==> src/rtl/ramchip_pkg.sv <==
// Shared types and timing defaults for the ramchip SRAM initiator.
package ramchip_pkg;

    localparam int PHASE_CNT_W = 4;

    localparam int DEF_SETUP_CYCLES  = 1;
    localparam int DEF_ACCESS_CYCLES = 2;
    localparam int DEF_HOLD_CYCLES   = 1;

    typedef enum logic [2:0] {
        IDLE,
        SETUP,
        ACCESS,
        HOLD,
        ERR
    } state_t;

endpackage

==> src/rtl/ramchip_phase_timer.sv <==
// Loadable down-counter timing one strobe phase; done at zero.
module ramchip_phase_timer
    import ramchip_pkg::*;
(
    input  logic                   clk,
    input  logic                   rst_n,
    input  logic                   load,
    input  logic [PHASE_CNT_W-1:0] load_val,
    output logic                   done
);

    logic [PHASE_CNT_W-1:0] cnt;

    always_ff @(posedge clk or negedge rst_n) begin
        if (!rst_n) begin
            cnt <= '0;
        end else if (load) begin
            cnt <= load_val;
        end else if (cnt != '0) begin
            cnt <= cnt - 1'b1;
        end
    end

    assign done = (cnt == '0);

endmodule

==> src/rtl/ramchip_ctrl.sv <==
// Synchronous initiator sequencing CS/WE/OE strobes for an async SRAM.
module ramchip_ctrl
    import ramchip_pkg::*;
#(
    parameter int ADDRESS_SIZE  = 64,
    parameter int WORD_SIZE     = 32,
    parameter int SETUP_CYCLES  = DEF_SETUP_CYCLES,
    parameter int ACCESS_CYCLES = DEF_ACCESS_CYCLES,
    parameter int HOLD_CYCLES   = DEF_HOLD_CYCLES
) (
    input  logic                    clk,
    input  logic                    rst_n,
    input  logic                    req_valid,
    output logic                    req_ready,
    input  logic                    req_we,
    input  logic [ADDRESS_SIZE-1:0] req_addr,
    input  logic [WORD_SIZE-1:0]    req_wdata,
    output logic                    resp_valid,
    output logic [WORD_SIZE-1:0]    resp_rdata,
    output logic                    resp_err,
    output logic [ADDRESS_SIZE-1:0] ram_address,
    output logic [WORD_SIZE-1:0]    ram_wdata,
    input  logic [WORD_SIZE-1:0]    ram_rdata,
    output logic                    ram_cs_n,
    output logic                    ram_we_n,
    output logic                    ram_oe_n
);

    localparam logic [PHASE_CNT_W-1:0] SETUP_LD =
        PHASE_CNT_W'(SETUP_CYCLES - 1);
    localparam logic [PHASE_CNT_W-1:0] ACCESS_LD =
        PHASE_CNT_W'(ACCESS_CYCLES - 1);
    localparam logic [PHASE_CNT_W-1:0] HOLD_LD =
        PHASE_CNT_W'(HOLD_CYCLES - 1);
    localparam logic [ADDRESS_SIZE-1:0] DEPTH =
        ADDRESS_SIZE'(ADDRESS_SIZE);

    state_t                 state;
    state_t                 state_nxt;
    logic                   we_q;
    logic [WORD_SIZE-1:0]   rdata_q;
    logic                   load;
    logic [PHASE_CNT_W-1:0] load_val;
    logic                   done;
    logic                   accept;
    logic                   in_range;
    logic                   hold_end;

    assign accept   = req_valid && req_ready;
    assign in_range = (req_addr < DEPTH);
    assign hold_end = (state == HOLD) && done;

    ramchip_phase_timer u_timer (
        .clk      (clk),
        .rst_n    (rst_n),
        .load     (load),
        .load_val (load_val),
        .done     (done)
    );

    always_ff @(posedge clk or negedge rst_n) begin
        if (!rst_n) begin
            state <= IDLE;
        end else begin
            state <= state_nxt;
        end
    end

    always_comb begin
        state_nxt = state;
        load      = 1'b0;
        load_val  = SETUP_LD;
        unique case (state)
            IDLE: begin
                if (accept) begin
                    if (in_range) begin
                        state_nxt = SETUP;
                        load      = 1'b1;
                        load_val  = SETUP_LD;
                    end else begin
                        state_nxt = ERR;
                    end
                end
            end
            SETUP: begin
                if (done) begin
                    state_nxt = ACCESS;
                    load      = 1'b1;
                    load_val  = ACCESS_LD;
                end
            end
            ACCESS: begin
                if (done) begin
                    state_nxt = HOLD;
                    load      = 1'b1;
                    load_val  = HOLD_LD;
                end
            end
            HOLD: begin
                if (done) begin
                    state_nxt = IDLE;
                end
            end
            ERR: begin
                state_nxt = IDLE;
            end
            default: begin
                state_nxt = IDLE;
            end
        endcase
    end

    // Strobes decode straight from state so reset raises them at once.
    always_comb begin
        req_ready = (state == IDLE);
        ram_cs_n  = !((state == SETUP) || (state == ACCESS)
                      || (state == HOLD));
        ram_we_n  = !((state == ACCESS) && we_q);
        ram_oe_n  = !((state == ACCESS) && !we_q);
    end

    always_ff @(posedge clk or negedge rst_n) begin
        if (!rst_n) begin
            ram_address <= '0;
            ram_wdata   <= '0;
            we_q        <= 1'b0;
            rdata_q     <= '0;
            resp_valid  <= 1'b0;
            resp_rdata  <= '0;
            resp_err    <= 1'b0;
        end else begin
            if (accept) begin
                we_q <= req_we;
            end
            if (accept && in_range) begin
                ram_address <= req_addr;
                ram_wdata   <= req_we ? req_wdata : '0;
            end
            if ((state == ACCESS) && done && !we_q) begin
                rdata_q <= ram_rdata;
            end
            resp_valid <= hold_end || (state == ERR);
            if (hold_end) begin
                resp_rdata <= we_q ? '0 : rdata_q;
                resp_err   <= 1'b0;
            end else if (state == ERR) begin
                resp_rdata <= '0;
                resp_err   <= 1'b1;
            end
        end
    end

endmodule

==> config.mk <==
export PLATFORM = sky130hd
export DESIGN_NAME = ramchip_ctrl
export DESIGN_NICKNAME = d
export VERILOG_FILES = /design/src/rtl/ramchip_pkg.sv /design/src/rtl/ramchip_phase_timer.sv /design/src/rtl/ramchip_ctrl.sv
export SDC_FILE = /design/constraint.sdc
export NUM_CORES = 1
export LEC_CHECK = 0
export CELL_PAD_IN_SITES_DETAIL_PLACEMENT = 0
export CELL_PAD_IN_SITES_GLOBAL_PLACEMENT = 1
export CORE_MARGIN = 8
export CORE_UTILIZATION = 31
export CTS_CLUSTER_DIAMETER = 100
export DETAILED_ROUTE_END_ITERATION = 10
export PLACE_DENSITY_LB_ADDON = 0.1
export SYNTH_ARGS = -nofsm -noshare
export SYNTH_HDL_FRONTEND = slang
export SYNTH_SLANG_ARGS = --single-unit
==> constraint.sdc <==
create_clock -name clk -period 2.9 [get_ports clk]
set_input_delay 0.58 -clock clk [delete_from_list [all_inputs] [get_ports clk]]
set_output_delay 0.58 -clock clk [all_outputs]
set_load 0.01 [all_outputs]
==> out/qor.csv <==
metric,value,unit
clock_latency,0.42,ns
vias,4386,
area_growth,58.6,%
gr-total-overflow,0,
layout.cells.non_filler,981,
grtUsageTotal,0.148,
cts_hold_buf,0,
clock-sinks,170,
p_per_area,492,nW/um2
dp.cells,949,
routabilityCongestion,0.768,
setup_violations,0,
clock_skew,0.00771,ns
tritoncts,done,
grt_pass1_vias,4724,
synth_edf_count,0,
cts-buffers-inserted,17,
die_area,24700,um2
layout_commonest_cell,clkdlybuf4s50_1,
grt_pass1_wl,28000,um
p_total,4820,uW
wl,18000,um
max_clock_freq,0.364,GHz
clock-root-buffer,clkbuf_16,
yosysWarnings,0,
outcome,finished clean,
clk_path_buf_depth,2,
vdd.ir_drop.worst,0.377,mV
drive_above_1_share,0.130,
place_hpwl,13400,um
path_max_fanout,10,
slew_viol_final,0,
grt_max_degree,57,
fin_crit,2.75,ns
avgSynthCellArea,14.4,um2
syn-num-nets,563,
fin_crit_sh,0.949,
clk_pin_slew_worst_paths,0.06,ns
ios,266,
dr.first_iter.drc_count,126,
fill_cells,1739,
synthFlopType,dfrtp_1,
drt-vias-per-instance,4.47,
synth_area,6170,um2
p_leak,0.00434,uW
crit_arrival,2.17,ns
async_flop_share,1.00,
required,2.32,ns
die_h,157,um
crit_slowest_cell,clkdlybuf4s50_1,
worstPathCellList,nand2b_1 -> or3b_2 -> clkdlybuf4s50_1,
synthCells,430,
seq_area,4250,um2
hold_viol_final,0,
seq_area_frac_synth,0.689,
antenna_found_initial,0,
detail-route-antenna-nets,0,
hold_class,in -> async,
layout_common_cells,"clkdlybuf4s50_1 (264), dfrtp_1 (170), a22o_1 (64), and2_1 (60), mux2_2 (32)",
cp-end-kind,output port,
diodes,0,
drt_pass1_iterations,4,
drc,0,
nets,836,
cp_slowest_stage_delay,0.52,ns
cts_resized,0,
synth.distinct_cells,34,
postCtsSetupBuffers,0,
crit_type,reg -> out,
core-area,19500,um2
fin_setup_tns,0,ns
htree_levels,4,
cp-start-kind,flop,
initial_core_util,0.316,
wl_per_cell,18.4,um
multi_input_area,1810,um2
rsz0062_at_grt,false,
synth-seq-cells,170,
max_cap_viol_count,0,
std_cell_rows,51,
hold_slack,0.0973,ns
worstMarginPinSlew,1.00,ns
portBuffers,265,
max_slew_margin,0.332,
die_x,157,um
-- critical path, delay by kind of cell, from the launching register on --
family	cells	cell delay (ns)
AND/OR/NAND/NOR	2	0.74
buffers and inverters	1	0.52
flip-flops	1	0.51
-- cell usage after synthesis, types with 3 or more instances --
| library cell | n | area [um2] |
|---|---|---|
| clkbuf_1 | 15 | 56.3 |
| mux2_4 | 6 | 90.1 |
| nand3_1 | 3 | 15.0 |
| and2_1 | 60 | 375 |
| mux2_2 | 32 | 360 |
| or3_1 | 3 | 18.8 |
| nor4_1 | 14 | 87.6 |
| nor3_1 | 5 | 25.0 |
| buf_1 | 3 | 11.3 |
| buf_2 | 6 | 30.0 |
| nor2_1 | 8 | 30.0 |
| inv_1 | 4 | 15.0 |
| dfrtp_1 | 170 | 4250 |
| nand2_1 | 11 | 41.3 |
| a21oi_1 | 4 | 20.0 |
| a22o_1 | 64 | 561 |
-- area by class of cell --
cell class	instances	area share
flip-flops and latches	170	0.434
repair buffers	280	0.289
multi-input cells	230	0.185
inverters	4	0.00153
well taps	265	0.0339
clock inverters	13	0.0115
clock buffers	19	0.0452
-- sequential cells by signal (all words and copies together) (netlist names) --
| register | count |
|---|---|
| ram_address | 64 |
| ram_wdata | 32 |
| rdata_q | 32 |
| resp_err | 1 |
| resp_rdata | 32 |
| resp_valid | 1 |
| state | 3 |
| u_timer.cnt | 4 |
| we_q | 1 |
-- final timing paths --
check	from	endpoint	slack [ns]	depth (start not counted)
max in group asynchronous	rst_n	ram_address[53]$_DFFE_PN0P_	1.91	2
worst max-delay path	state[2]$_DFFE_PN0P_	ram_we_n	0.15	3
min in group clk	ram_address[42]$_DFFE_PN0P_	ram_address[42]$_DFFE_PN0P_	0.48	1
worst max register to register	state[2]$_DFFE_PN0P_	ram_address[63]$_DFFE_PN0P_	0.58	6
worst min-delay path	rst_n	ram_address[46]$_DFFE_PN0P_	0.1	1
worst min register to register	ram_address[42]$_DFFE_PN0P_	ram_address[42]$_DFFE_PN0P_	0.48	1
-- per-layer routing --
layer / track usage / wire, um
met1: 0.184 / 7800
met2: 0.232 / 8380
met3: 0.0600 / 1650
met4: 0.0444 / 198
met5: 0 / 0
-- cells by family after synthesis --
family | count (synthesis) | share of synthesized area
DFF | 170 | 0.689
xor gates and xnor gates | 2 | 0.00284
buffers and inverters | 30 | 0.0219
AOI/OAI and AO/OA | 75 | 0.102
adders and majority gates | 1 | 0.00203
and+or+nand+nor | 113 | 0.108
muxes | 39 | 0.0746
-- stage by stage --
step / worst slack (ns) / util / area (um2)
after CTS: 0.104 / 0.501 / 9790
after floorplan: 0.396 / - / 6170
final: 0.149 / 0.501 / 9790
after detailed placement: -0.232 / 0.473 / 9240
after global routing: 0.0482 / 0.501 / 9790
after global placement: -0.222 / 0.473 / 9240
-- power breakdown --
group	switching, uW	internal [uW]
Clock	979	1150
Combinational	96.7	183
Sequential	16.6	2400
(Power assumes the default switching activity.)
